### src/rtl/instr_fetch_unit_if.sv
// Bus bundle between the fetch unit, instruction memory and the CPU fetch stage.
// master = fetch unit side, slave = memory/CPU environment side.
interface instr_fetch_unit_if #(
    parameter int unsigned ADDR_W = 11,
    parameter int unsigned DATA_W = 32
);
    logic              imem_req;
    logic              imem_gnt;
    logic [ADDR_W-1:0] imem_radrs;
    logic              imem_rvalid;
    logic [DATA_W-1:0] imem_rdata;
    logic              branch_valid;
    logic [ADDR_W-1:0] branch_address;
    logic              instr_valid;
    logic              instr_ready;
    logic [DATA_W-1:0] instruction_fetch;
    logic [ADDR_W-1:0] instr_pc;

    modport master (
        output imem_req,
        output imem_radrs,
        output instr_valid,
        output instruction_fetch,
        output instr_pc,
        input  imem_gnt,
        input  imem_rvalid,
        input  imem_rdata,
        input  branch_valid,
        input  branch_address,
        input  instr_ready
    );

    modport slave (
        input  imem_req,
        input  imem_radrs,
        input  instr_valid,
        input  instruction_fetch,
        input  instr_pc,
        output imem_gnt,
        output imem_rvalid,
        output imem_rdata,
        output branch_valid,
        output branch_address,
        output instr_ready
    );
endinterface

### src/rtl/instr_fetch_unit.sv
// Instruction fetch front end: sequential request issue, in-order response capture into a
// small prefetch FIFO, valid/ready delivery to the CPU, and branch redirect with stale-word drop.
module instr_fetch_unit #(
    parameter int unsigned       ADDR_W   = 11,
    parameter int unsigned       DATA_W   = 32,
    parameter int unsigned       DEPTH    = 4,
    parameter logic [ADDR_W-1:0] RESET_PC = '0
) (
    input  logic               clk,
    input  logic               resetn,
    instr_fetch_unit_if.master bus
);
    localparam int unsigned CNT_W = $clog2(DEPTH + 1);
    localparam int unsigned PTR_W = (DEPTH > 1) ? $clog2(DEPTH) : 1;
    localparam logic [CNT_W:0]   DEPTH_C = (CNT_W + 1)'(DEPTH);
    localparam logic [PTR_W-1:0] LAST_PTR = PTR_W'(DEPTH - 1);

    logic [ADDR_W-1:0] fetch_pc_q, fetch_pc_d;
    logic [ADDR_W-1:0] rsp_pc_q, rsp_pc_d;
    logic [CNT_W-1:0]  inflight_q, inflight_d;
    logic [CNT_W-1:0]  drop_q, drop_d;
    logic [CNT_W-1:0]  count_q, count_d;
    logic [PTR_W-1:0]  rd_ptr_q, rd_ptr_d;
    logic [PTR_W-1:0]  wr_ptr_q, wr_ptr_d;
    logic [DATA_W-1:0] fifo_word_q [DEPTH];
    logic [ADDR_W-1:0] fifo_pc_q   [DEPTH];

    logic [CNT_W:0] used;
    logic           req;
    logic           grant;
    logic           rsp;
    logic           push;
    logic           valid;
    logic           pop;
    logic           redirect;

    function automatic logic [PTR_W-1:0] ptr_inc(input logic [PTR_W-1:0] p);
        return (p == LAST_PTR) ? '0 : p + PTR_W'(1);
    endfunction

    assign redirect = bus.branch_valid;
    assign rsp      = bus.imem_rvalid;
    assign used     = {1'b0, count_q} + {1'b0, inflight_q};
    // Count/inflight are already clear under reset, so req needs the explicit gate.
    assign req      = !resetn && !redirect && (used < DEPTH_C);
    assign grant    = req && bus.imem_gnt;
    assign push     = rsp && (drop_q == '0) && !redirect;
    assign valid    = (count_q != '0) && !redirect;
    assign pop      = valid && bus.instr_ready;

    assign bus.imem_req          = req;
    assign bus.imem_radrs        = fetch_pc_q;
    assign bus.instr_valid       = valid;
    assign bus.instruction_fetch = fifo_word_q[rd_ptr_q];
    assign bus.instr_pc          = fifo_pc_q[rd_ptr_q];

    always_comb begin
        inflight_d = inflight_q;
        if (grant && !rsp) begin
            inflight_d = inflight_q + CNT_W'(1);
        end else if (!grant && rsp) begin
            inflight_d = inflight_q - CNT_W'(1);
        end
    end

    always_comb begin
        drop_d     = drop_q;
        count_d    = count_q;
        rd_ptr_d   = rd_ptr_q;
        wr_ptr_d   = wr_ptr_q;
        fetch_pc_d = fetch_pc_q;
        rsp_pc_d   = rsp_pc_q;
        if (redirect) begin
            // Everything still outstanding after this cycle belongs to the old stream.
            drop_d     = inflight_d;
            count_d    = '0;
            rd_ptr_d   = '0;
            wr_ptr_d   = '0;
            fetch_pc_d = bus.branch_address;
            rsp_pc_d   = bus.branch_address;
        end else begin
            if (rsp && (drop_q != '0)) begin
                drop_d = drop_q - CNT_W'(1);
            end
            if (push && !pop) begin
                count_d = count_q + CNT_W'(1);
            end else if (!push && pop) begin
                count_d = count_q - CNT_W'(1);
            end
            if (push) begin
                wr_ptr_d = ptr_inc(wr_ptr_q);
                rsp_pc_d = rsp_pc_q + ADDR_W'(1);
            end
            if (pop) begin
                rd_ptr_d = ptr_inc(rd_ptr_q);
            end
            if (grant) begin
                fetch_pc_d = fetch_pc_q + ADDR_W'(1);
            end
        end
    end

    always_ff @(posedge clk or posedge resetn) begin
        if (resetn) begin
            fetch_pc_q <= RESET_PC;
            rsp_pc_q   <= RESET_PC;
            inflight_q <= '0;
            drop_q     <= '0;
            count_q    <= '0;
            rd_ptr_q   <= '0;
            wr_ptr_q   <= '0;
        end else begin
            fetch_pc_q <= fetch_pc_d;
            rsp_pc_q   <= rsp_pc_d;
            inflight_q <= inflight_d;
            drop_q     <= drop_d;
            count_q    <= count_d;
            rd_ptr_q   <= rd_ptr_d;
            wr_ptr_q   <= wr_ptr_d;
        end
    end

    // Storage is cleared so the head outputs read zero while the FIFO is empty after reset.
    always_ff @(posedge clk or posedge resetn) begin
        if (resetn) begin
            for (int i = 0; i < int'(DEPTH); i++) begin
                fifo_word_q[i] <= '0;
                fifo_pc_q[i]   <= '0;
            end
        end else if (push) begin
            fifo_word_q[wr_ptr_q] <= bus.imem_rdata;
            fifo_pc_q[wr_ptr_q]   <= rsp_pc_q;
        end
    end

    a_rsp_outstanding : assert property (@(posedge clk) disable iff (resetn)
        rsp |-> (inflight_q != '0));

    a_no_overflow : assert property (@(posedge clk) disable iff (resetn)
        push |-> ((count_q < CNT_W'(DEPTH)) || pop));
endmodule

### src/flat_wrapper.sv
// flat-port wrapper written by rule: the top's interface ports become plain ports
module instr_fetch_unit_flat 
#(
    parameter int unsigned       ADDR_W   = 11,
    parameter int unsigned       DATA_W   = 32,
    parameter int unsigned       DEPTH    = 4,
    parameter logic [ADDR_W-1:0] RESET_PC = '0
)
  (clk, resetn, bus_imem_req, bus_imem_radrs, bus_instr_valid, bus_instruction_fetch, bus_instr_pc, bus_imem_gnt, bus_imem_rvalid, bus_imem_rdata, bus_branch_valid, bus_branch_address, bus_instr_ready);
  instr_fetch_unit_if #(.ADDR_W(ADDR_W), .DATA_W(DATA_W)) bus_i ();
  input  logic clk;
  input  logic resetn;
  output wire logic [$bits(bus_i.imem_req)-1:0] bus_imem_req;
  output wire logic [$bits(bus_i.imem_radrs)-1:0] bus_imem_radrs;
  output wire logic [$bits(bus_i.instr_valid)-1:0] bus_instr_valid;
  output wire logic [$bits(bus_i.instruction_fetch)-1:0] bus_instruction_fetch;
  output wire logic [$bits(bus_i.instr_pc)-1:0] bus_instr_pc;
  input wire logic [$bits(bus_i.imem_gnt)-1:0] bus_imem_gnt;
  input wire logic [$bits(bus_i.imem_rvalid)-1:0] bus_imem_rvalid;
  input wire logic [$bits(bus_i.imem_rdata)-1:0] bus_imem_rdata;
  input wire logic [$bits(bus_i.branch_valid)-1:0] bus_branch_valid;
  input wire logic [$bits(bus_i.branch_address)-1:0] bus_branch_address;
  input wire logic [$bits(bus_i.instr_ready)-1:0] bus_instr_ready;
  assign bus_imem_req = bus_i.imem_req;
  assign bus_imem_radrs = bus_i.imem_radrs;
  assign bus_instr_valid = bus_i.instr_valid;
  assign bus_instruction_fetch = bus_i.instruction_fetch;
  assign bus_instr_pc = bus_i.instr_pc;
  assign bus_i.imem_gnt = bus_imem_gnt;
  assign bus_i.imem_rvalid = bus_imem_rvalid;
  assign bus_i.imem_rdata = bus_imem_rdata;
  assign bus_i.branch_valid = bus_branch_valid;
  assign bus_i.branch_address = bus_branch_address;
  assign bus_i.instr_ready = bus_instr_ready;
  instr_fetch_unit #(.ADDR_W(ADDR_W), .DATA_W(DATA_W), .DEPTH(DEPTH), .RESET_PC(RESET_PC)) u_core (.clk(clk), .resetn(resetn), .bus(bus_i));
endmodule
### config.mk
export PLATFORM = sky130hd
export DESIGN_NAME = instr_fetch_unit_flat
export DESIGN_NICKNAME = d
export VERILOG_FILES = /design/src/rtl/instr_fetch_unit_if.sv /design/src/rtl/instr_fetch_unit.sv /design/src/flat_wrapper.sv
export SDC_FILE = /design/constraint.sdc
export NUM_CORES = 1
export LEC_CHECK = 0
export BUFFER_PORTS_ARGS = -buffer_cell sky130_fd_sc_hd__clkbuf_2
export CAP_MARGIN = 5
export CELL_PAD_IN_SITES_DETAIL_PLACEMENT = 0
export CELL_PAD_IN_SITES_GLOBAL_PLACEMENT = 2
export CORE_ASPECT_RATIO = 1.4
export CORE_UTILIZATION = 30
export DETAILED_ROUTE_END_ITERATION = 10
export HOLD_SLACK_MARGIN = 0.03
export PLACE_DENSITY = 0.66
export RECOVER_POWER = 25
export SLEW_MARGIN = 20
export SYNTH_ARGS = -nofsm -noshare
export SYNTH_HDL_FRONTEND = slang
export SYNTH_SLANG_ARGS = --single-unit
### constraint.sdc
create_clock -name clk -period 5.8 [get_ports clk]
set_input_delay 0.58 -clock clk [delete_from_list [all_inputs] [get_ports clk]]
set_output_delay 0.58 -clock clk [all_outputs]
set_load 0.02 [all_outputs]
; ---- Word-level counts from Yosys, hierarchy flattened
; Index checks and enable logic that the tools add are counted.
[word_totals]
reg_bits = 207
inputBits = 49
word_cells = 89
output_inout_bits = 56
[op_classes]
add_sub_neg = 10
n_reduce_logical = 27
order_cmp = 4
eq_ne = 2
n_bitwise = 2
mux = 29
[op_table]
columns = operator, n
row1 = $bwmux W128, 1
row2 = $mux W32, 3
row3 = $mux W11, 7
row4 = $bmux W32 S2, 1
row5 = $demux W32 S2, 1
row6 = $bwmux W44, 1
row7 = $add A11 B1 Y11 const B, 2
row8 = $bmux W11 S2, 1
row9 = $demux W11 S2, 1
row10 = $mux W3, 7
row11 = $logic_and A1 B1 Y1, 13
row12 = $mux W2, 6
row13 = $reduce_bool A3 Y1, 3
row14 = $sub A3 B1 Y3 const B, 3
row15 = $reduce_bool A2 Y1, 4
row16 = $add A3 B1 Y3 const B, 2
row17 = $ge A3 B3 Y1 const B, 2
row18 = $logic_not A1 Y1, 6
row19 = $not A2 Y3, 2
row20 = $add A2 B1 Y2 const B, 2
row21 = $add A3 B3 Y4, 1
row22 = $eq A2 B2 Y1 const B, 2
row23 = $lt A4 B3 Y1 const B, 1
row24 = $logic_not A3 Y1, 1
row25 = $lt A3 B1 Y1 const B, 1

; ---- Depth between registers and ports, before layout
; Gate-level depths: netlist of the first run.
[depth]
ltp_word = 9
ltp_mapped = 9
mapped_depth_nobuf = 8

; ---- Worst setup path after synthesis of the first run
; Ideal clock, no wire load.
[synth_path]
path_kind = input to register
startpoint = in bus_branch_valid
endpoint = reg u_core.count_q[2]
arrival_time_ns = 2.012
n_path_buf = 2
required_time_ns = 5.674
path_stages = 6
path_slack_ns = 3.662
setup_ns = 0.126
path_cell_list = buf_2 clkbuf_1 nor3_1 fa_1 and3_1 o311a_1
[synth_between]
elab_chain_cells = 7
elab_cells_between_ends = 11
cone_classes = mux: 2 / reduce/logical: 9
[synth_rtl]
columns = item, line_no
row1 = start: declaration, flat_wrapper.sv:21  ; input wire logic [$bits(bus_i.branch_valid)-1:0] bus_branch_valid;
row2 = $logic_not A1 Y1, "instr_fetch_unit.sv:47, instr_fetch_unit.sv:48"
row3 = $logic_and A1 B1 Y1, instr_fetch_unit.sv:48  ; assign valid = (count_q != '0) && !redirect;
row4 = $logic_and A1 B1 Y1, instr_fetch_unit.sv:49  ; assign pop = valid && bus.instr_ready;
row5 = $logic_not A1 Y1, instr_fetch_unit.sv:85  ; if (push && !pop) begin
row6 = $logic_and A1 B1 Y1, instr_fetch_unit.sv:85
row7 = $mux W3, instr_fetch_unit.sv:85
row8 = $mux W3, instr_fetch_unit.sv:73  ; if (redirect) begin
row9 = end signal: assignment, instr_fetch_unit.sv:117  ; count_q <= count_d;
row10 = end: declaration, instr_fetch_unit.sv:22  ; logic [CNT_W-1:0] count_q, count_d;
; Parallel ways exist; a longest one is shown, timed or not.
; A chain may end at the register's enable or synchronous reset.

; ---- Worst setup path in the final report of the first run
[layout_path]
startpoint = reg u_core.rd_ptr_q[0]
endpoint = out bus_instruction_fetch[25]
[layout_between]
elab_chain_cells = 4
[layout_rtl]
columns = item, line_no
row1 = start: declaration, instr_fetch_unit.sv:23  ; logic [PTR_W-1:0] rd_ptr_q, rd_ptr_d;
row2 = start signal: assignment, instr_fetch_unit.sv:118  ; rd_ptr_q <= rd_ptr_d;
row3 = $not A2 Y3 (not written as such), instr_fetch_unit.sv:54  ; assign bus.instruction_fetch = fifo_word_q[rd_ptr_q];
row4 = $bmux W32 S2, instr_fetch_unit.sv:54
row5 = $mux W32 (not written as such) (2 in a row), instr_fetch_unit.sv:54
row6 = end: declaration, flat_wrapper.sv:16  ; output wire logic [$bits(bus_i.instruction_fetch)-1:0] bus_instruction_fetch;
; Every way passes these cells. The select of a mux whose other input is x is not followed.

==> results of run 1 <==
-- sequential cells by signal, summed over array words and instances (netlist names) --
name                   cells
u_core.inflight_q          3
u_core.fifo_word_q       128
u_core.fifo_pc_q          44
u_core.rd_ptr_q            2
u_core.bus.imem_radrs     11
u_core.rsp_pc_q           11
u_core.count_q             3
u_core.wr_ptr_q            2
u_core.drop_q              3
-- cells in the mapped netlist, types with 9 or more instances --
master and count:
a21oi_1 9, buf_2 29, dfrtp_1 207, ha_1 13, inv_1 18, mux2_1 16
mux2_2 156, mux4_2 43, nand2_1 26, nor2_1 11, nor3_1 10, o21ai_0 12
xnor2_1 11
-- kinds of logic after synthesis --
kind of cell	Yosys count	synth area share [%]
muxes	219	30.87
DFF	207	54.30
and+or+nand+nor	86	5.049
xor gates and xnor gates	15	1.377
buffers and inverters	57	2.741
AOI/OAI and AO/OA	53	3.751
adders and majority gates	14	1.915
-- cell type report --
type | instances | area [um^2] | share of cell area (%)
Clock buffer | 29 | 618.1 | 5.533
Clock inverter | 10 | 127.6 | 1.142
Inverter | 18 | 68.82 | 0.6160
Multi-Input combinational cell | 387 | 4099 | 36.69
Sequential cell | 207 | 5185 | 46.42
Tap cell | 390 | 488.0 | 4.368
Timing Repair Buffer | 111 | 584.3 | 5.231
-- power groups by stage --
stage / logic [mW] / clock network (mW) / registers (mW)
6_report: 1.68 / 1.45 / 2.10
3_3_place_gp: 1.70 / 0 / 2.10
5_1_grt: 1.84 / 1.57 / 2.17
2_1_floorplan: 1.32 / 0 / 1.98
4_1_cts: 1.73 / 1.50 / 2.11
3_5_place_dp: 1.72 / 0 / 2.14
-- metal layers --
| metal | part of all wire [%] | routed length (um) | vias to the layer above |
|---|---|---|---|
| met5 | 0 | 0 | - |
| met4 | 2.1 | 467 | 0 |
| met3 | 4.1 | 912 | 35 |
| met2 | 52 | 11390 | 117 |
| met1 | 42 | 9208 | 2965 |
| li1 | - | - | 2594 |
-- final timing paths --
check / slack (ns) / from / cells past startpoint / to
setup reg to reg: 3.58 / u_core.drop_q[0] / 7 / u_core.fifo_pc_q[40]
min in group asynchronous: 0.34 / resetn / 3 / u_core.bus.imem_radrs[0]
setup / recovery: 2.83 / u_core.rd_ptr_q[0] / 2 / bus_instruction_fetch[25]
hold / removal: 0.33 / bus_branch_address[2] / 3 / u_core.rsp_pc_q[2]
hold reg to reg: 0.49 / u_core.fifo_pc_q[39] / 1 / u_core.fifo_pc_q[39]
max in group asynchronous: 4.10 / resetn / 4 / u_core.rd_ptr_q[0]
-- critical path, stage by stage (launching register included) --
cell and delay (ns):
dfrtp_4 1.05, mux4_2 0.63, clkbuf_2 0.18
-- through the flow --
| stage | setup WS (ns) | utilization [%] |
|---|---|---|
| finish | 2.831 | 36.03 |
| global route | 2.674 | 36.03 |
| CTS | 2.730 | 36.05 |
| detailed placement | 3.163 | 33.64 |
| global placement | 3.200 | 33.64 |
| floorplan | 2.534 | - |
==> metrics.md, run 1 <==
| Metric | Value |
|---|---|
| Global placer's final weighted congestion | 0.7918 |
| Ports | 105 |
| Final antenna-violating net count | 0 |
| Die Span X | 152.7 um |
| Mapped Cells | 651 |
| Startpoint types | register |
| Mean Syn Cell Area | 14.65 um^2 |
| Part of the cycle the worst path needs | 51.19% |
| Most frequent cells in the layout | dfrtp_1, mux2_2, clkbuf_2 |
| RSZ-0062 raised after global routing | no |
| Chip height | 213 um |
| Initial Utilization | 30.78% |
| Most common cell after layout, fill and taps aside | dfrtp_1 |
| Worst-Margin Slew | 0.9390 ns |
| Later-pin clock latency in the skew report | 0.50 ns |
| Pint | 3.508 mW |
| Placed cell area | 10430 um^2 |
| Worst Path Required | 5.22 ns |
| Clock buffer depth | 3 |
| Reg power frac | 40.2% |
| CTS tree | built |
| Post-layout net count | 811 |
| Layout Skew | 0.01278 ns |
| Final Cell Area | 11170 um^2 |
| Ys Warns | 0 |
| P per Cell Area | 468.3 nW/um^2 |
| Core Box Area | 31000 um^2 |
| First-pass GRT wire length | 36.34 mm |
| Ys flop type | dfrtp_1 |
| DR pass1 iterations | 9 |
| Max H-tree Level | 1 |
| Top Usage Layer GRT | met2 |
| Synth Register Bits | 207 |
| DRC | 8 |
| Via Count | 5711 |
| Share of post-route cells with drive strength above 1 | 47.11% |
| Dpl cells | 1113 |
| Final min period | 2.969 ns |
| M3 GR Usage | 2.070% |
| Overall Power | 5.231 mW |
| Avg WL per Cell | 19.08 um |
| Hold Crit Class | in -> reg |
| Grt met2 use | 26.27% |
| Gr ovfl total | 0 |
| Max VDD drop | 209.8 uV |
| Sinks on Clock Net | 207 |
| Cell taking the most area after synthesis | dfrtp_1 |
| Post-Syn Area | 9540 um^2 |
| Final WL | 21.98 mm |
| Comb power frac | 32.1% |
| Yosys cell types | 54 |
| Vias per inst | 4.957 |
| Final Hold Viols | 0 |
| Number of DRC markers in iteration 0 | 242 |
| Fin. max-slew vios | 0 |
| HPWL Detailed | 14.00 mm |
| Pleak | 5.291 nW |
| Clk slew on worst S/H paths | 0.06 ns |
| Number of flops mapped to enable cells by yosys | 0 |
| # hold bufs at CTS | 0 |
| F_max | 336.8 MHz |
| Crit-path max FO | 46 |
| Slew HR | 37.40% |
| Syn nets | 714 |
| Final setup viols | 0 |
| Arrival @ worst endpoint | 2.39 ns |
| I/O Buffers | 104 |
| Status | finished with violations |
| Layout filler cell count | 2987 |
| Largest net degree at the start of global routing | 157 |
| CP Class | reg -> out |
| Ys async rst share | 100.0% |
| GRT Resource Usage Total | 14.23% |
| Ant diodes | 0 |
| Root buf cell | clkbuf_16 |
| Fin Setup TNS | 0 ns |
| Total CTS buffers | 23 |
| Number of global-route vias before repair | 6615 |
| Crit end category | output pin |
| Sw Ratio | 32.95% |
| Failing checks | DRC |
| Post-CTS setup buffer count | 0 |
| Fin Hold WS | 0.3306 ns |
| Initial antenna violation count | 0 |
| Floorplan row count | 76 |
| GR Util met1 | 17.23% |
| Cts repair resizes | 0 |
| Sw Pwr | 1.723 mW |
| Clock power frac | 27.7% |
| Die area | 32530 um^2 |
| Area grow syn2layout | 17.09% |
| Top cells by area, synth | dfrtp_1, mux2_2, mux4_2, mux2_1, ha_1 |
| Fin cells | 1152 |
| Yosys top cell area share | 54.30% |
| Seq/Total Area, Yosys | 54.30% |
| Maxcap violations | 0 |
Power figures use the tool's default switching activity.
==> run 2: changes to the inputs <==
ABC_AREA = 1   (was not set)
PLACE_DENSITY = 0.72   (was 0.66)
clock period = 3.1 ns   (was 5.8 ns; I/O delays follow)
==> metrics.md, run 2 <==
| Metric | Value |
|---|---|
| Post-layout net count | 1252 (+54%) |
| HPWL Detailed | 15.38 mm (+9.8%) |
| Mapped Cells | 1105 (+70%) |
| Number of DRC markers in iteration 0 | 374 (+55%) |
| CTS tree | built |
| Synth Register Bits | 207 (unchanged) |
| Reg2reg setup slack | 0.96 ns (-2.62 ns) |
| M3 GR Usage | 2.120% (+0.050 points) |
| Top Usage Layer GRT | met2 |
| First-pass GRT wire length | 41.82 mm (+15%) |
| Yosys cell types | 34 (-37%) |
| Final Hold Viols | 0 (unchanged) |
| Sinks on Clock Net | 207 (unchanged) |
| Failing checks | DRC, capacitance limit, slew limit |
| GR Util met1 | 20.28% (+3.0 points) |
| Root buf cell | clkbuf_16 |
| Worst path top cell family by delay | buffers and inverters |
| Dpl cells | 1549 (+39%) |
| Fin. max-slew vios | 209 (+209) |
| Final WL | 25.09 mm (+14%) |
| Fin cells | 1596 (+39%) |
| Biggest register | u_core.fifo_word_q |
| Ports | 105 (unchanged) |
| Post-CTS setup buffer count | 0 (unchanged) |
| Layout filler cell count | 3241 (+8.5%) |
| Most frequent cells in the layout | nand2_1, dfrtp_1, o21ai_1 |
| Final min period | 2.585 ns |
| Number of flops mapped to enable cells by yosys | 0 (unchanged) |
| R2R depth | 8 (+1) |
| Die Span X | 152.1 um (-0.44%) |
| Max H-tree Level | 1 (unchanged) |
| F_max | 386.8 MHz |
| Pleak | 5.402 nW (+2.1%) |
| Slowest cell on crit path | dfrtp_2 |
| Top cells by area, synth | dfrtp_1, nand2_1, o21ai_1, o21ai_0, nor2_1 |
| Overall Power | 10.27 mW (+96%) |
| Fin Setup TNS | 0 ns (unchanged) |
| Yosys top cell area share | 54.78% (+0.48 points) |
| Area grow syn2layout | 18.71% |
| Floorplan row count | 76 (unchanged) |
| Most common cell after layout, fill and taps aside | nand2_1 |
| Maxcap violations | 2 (+2) |
| Gr ovfl total | 0 (unchanged) |
| Share of post-route cells with drive strength above 1 | 14.34% (-33 points) |
| Total CTS buffers | 24 (+4.3%) |
| Worst Setup Slack, final | 0.5150 ns (-2.316 ns) |
| DRC | 14 (+6) |
| Max VDD drop | 386.5 uV (+84%) |
| Later-pin clock latency in the skew report | 0.51 ns (about the same) |
| Initial Utilization | 30.60% (-0.18 points) |
| RSZ-0062 raised after global routing | no |
| Max FFs per register | 128 (unchanged) |
| Setup crit end | bus_instr_pc[3] |
| Vias per inst | 4.765 (-3.9%) |
| Syn nets | 1168 (+64%) |
| P per Cell Area | 914.7 nW/um^2 (+95%) |
| Number of global-route vias before repair | 7974 (+21%) |
| CP Class | reg -> out |
| Placed cell area | 10360 um^2 (-0.70%) |
| CP cell instances | buf_4 -> o21ai_0 -> o22ai_1 -> clkbuf_2 |
| Commonest cells in the netlist | nand2_1, dfrtp_1, o21ai_1, o21ai_0, nor2_1 |
| Slew HR | -70.12% (-110 points) |
| Crit path depth | 4 (+2) |
| Worst-Margin Slew | 2.552 ns (+1.613 ns) |
| Final antenna-violating net count | 0 (unchanged) |
| Final Cell Area | 11230 um^2 (+0.49%) |
| Mean Syn Cell Area | 8.558 um^2 (-42%) |
| Reg2reg start | u_core.drop_q[0] |
| Post-Syn Area | 9457 um^2 (-0.88%) |
| Startpoint types | register |
| Global placer's final weighted congestion | 0.7258 (-8.3%) |
| Arrival @ worst endpoint | 2.28 ns (-0.11 ns) |
| DR pass1 iterations | 8 (-1) |
| Cell taking the most area after synthesis | dfrtp_1 |
| Die area | 32250 um^2 (-0.87%) |
| Ys async rst share | 100.0% (unchanged) |
| Largest net degree at the start of global routing | 162 (+3.2%) |
| Pre-CTS setup slack | 0.9366 ns (-2.226 ns) |
| Part of the cycle the worst path needs | 83.39% |
| Initial antenna violation count | 0 (unchanged) |
| Crit. Startpoint | u_core.rd_ptr_q[0] |
| CP max stage delay | 0.56 ns (-0.49 ns) |
| Final setup viols | 0 (unchanged) |
| Largest registers | u_core.fifo_word_q x128, u_core.fifo_pc_q x44 |
| WP buf/inv | 2 (+1) |
| Crit-path max FO | 44 (-4.3%) |
| Hold Crit Class | in -> reg |
| HP Start | bus_branch_address[3] |
| Cts repair resizes | 0 (unchanged) |
| Count leader, synth | nand2_1 |
| Ys flop type | dfrtp_1 |
| Layout Skew | 0.01064 ns (-0.002139 ns) |
| # hold bufs at CTS | 4 (+4) |
| Ant diodes | 0 (unchanged) |
| Crit end category | output pin |
| Capturing point of the worst reg2reg path | u_core.fifo_word_q[126] |
| Chip height | 212.1 um (-0.43%) |
| Core Box Area | 30900 um^2 (-0.31%) |
| Via Count | 7605 (+33%) |
| Worst Path Required | 2.79 ns (-2.43 ns) |
| Avg WL per Cell | 15.72 um (-18%) |
| Clk slew on worst S/H paths | 0.06 ns (about the same) |
| Clock buffer depth | 3 (unchanged) |
| Grt met2 use | 29.12% (+2.8 points) |
| Seq/Total Area, Yosys | 54.78% (+0.48 points) |
| I/O Buffers | 104 (unchanged) |
| Ys Warns | 0 (unchanged) |
| Status | finished with violations |
| GRT Resource Usage Total | 16.10% (+1.9 points) |
run 2: cell types whose count changed in the layout (fill, tap and decap cells not counted), sizes merged, moves of 10 or more:
cell    before  now
nand2       30  244
nand3        6   35
o21ai       16  275
mux4        43    0
inv         17   78
clkbuf     133  143
nor2        12  100
mux2       172    0
o22ai        1   44
run 2: worst min-delay path by stage:
stage / endpoint / slack [ns] / depth (start not counted)
2_1_floorplan: u_core.rsp_pc_q[4] / 0.44 / 2
3_3_place_gp: u_core.fifo_word_q[59] / 0.46 / 2
3_5_place_dp: u_core.fifo_word_q[59] / 0.47 / 2
4_1_cts: u_core.bus.imem_radrs[3] / 0.04 / 3
5_1_grt: u_core.bus.imem_radrs[3] / 0.06 / 3
6_report: u_core.bus.imem_radrs[3] / 0.06 / 3
run 2: cell type report:
| type | instances | area, um^2 | share of cell area, % |
|---|---|---|---|
| clock buffers | 37 | 740.7 | 6.598 |
| flip-flops and latches | 207 | 5181 | 46.15 |
| clock inverters | 6 | 108.9 | 0.9697 |
| repair buffers | 124 | 750.7 | 6.687 |
| inverters | 78 | 294.0 | 2.619 |
| well taps | 390 | 488.0 | 4.347 |
| multi-input cells | 754 | 3662 | 32.62 |
run 2: per-stage QoR:
step	util, %	hold WS [ns]
2_1_floorplan	-	0.4450
3_3_place_gp	33.51	0.4600
3_5_place_dp	33.51	0.4682
4_1_cts	36.39	0.04311
5_1_grt	36.32	0.05693
6_report	36.32	0.06138
run 2: power by group:
group | internal [mW] | switching [mW]
Sequential | 3.24 | 0.355
Combinational | 1.22 | 2.44
Clock | 1.89 | 1.12
run 2: cell families (layout without fill, tap and decap cells):
kind of cell / count (synthesis) / in the layout / share of synthesized area (%)
and+or+nand+nor: 390 / 390 / 16.84
AOI/OAI and AO/OA: 340 / 340 / 18.97
DFF: 207 / 207 / 54.78
buffers and inverters: 144 / 245 / 6.549
adders and majority gates: 14 / 14 / 1.932
xor gates and xnor gates: 10 / 10 / 0.9262
run 2: worst register-to-register path, delay by kind of cell (launching register included):
family,cells,cell delay [ns]
AND/OR/NAND/NOR,4,0.87
buffers and inverters,2,0.50
flip-flops,1,0.37
adder cells (fa/ha/maj),1,0.21
AO/OA/AOI/OAI,1,0.06
run 2: metal layers:
metal	vias up	routed length [um]
met1	3612	11360
met5	-	0
li1	3848	-
met3	29	834
met4	0	367
met2	116	12530
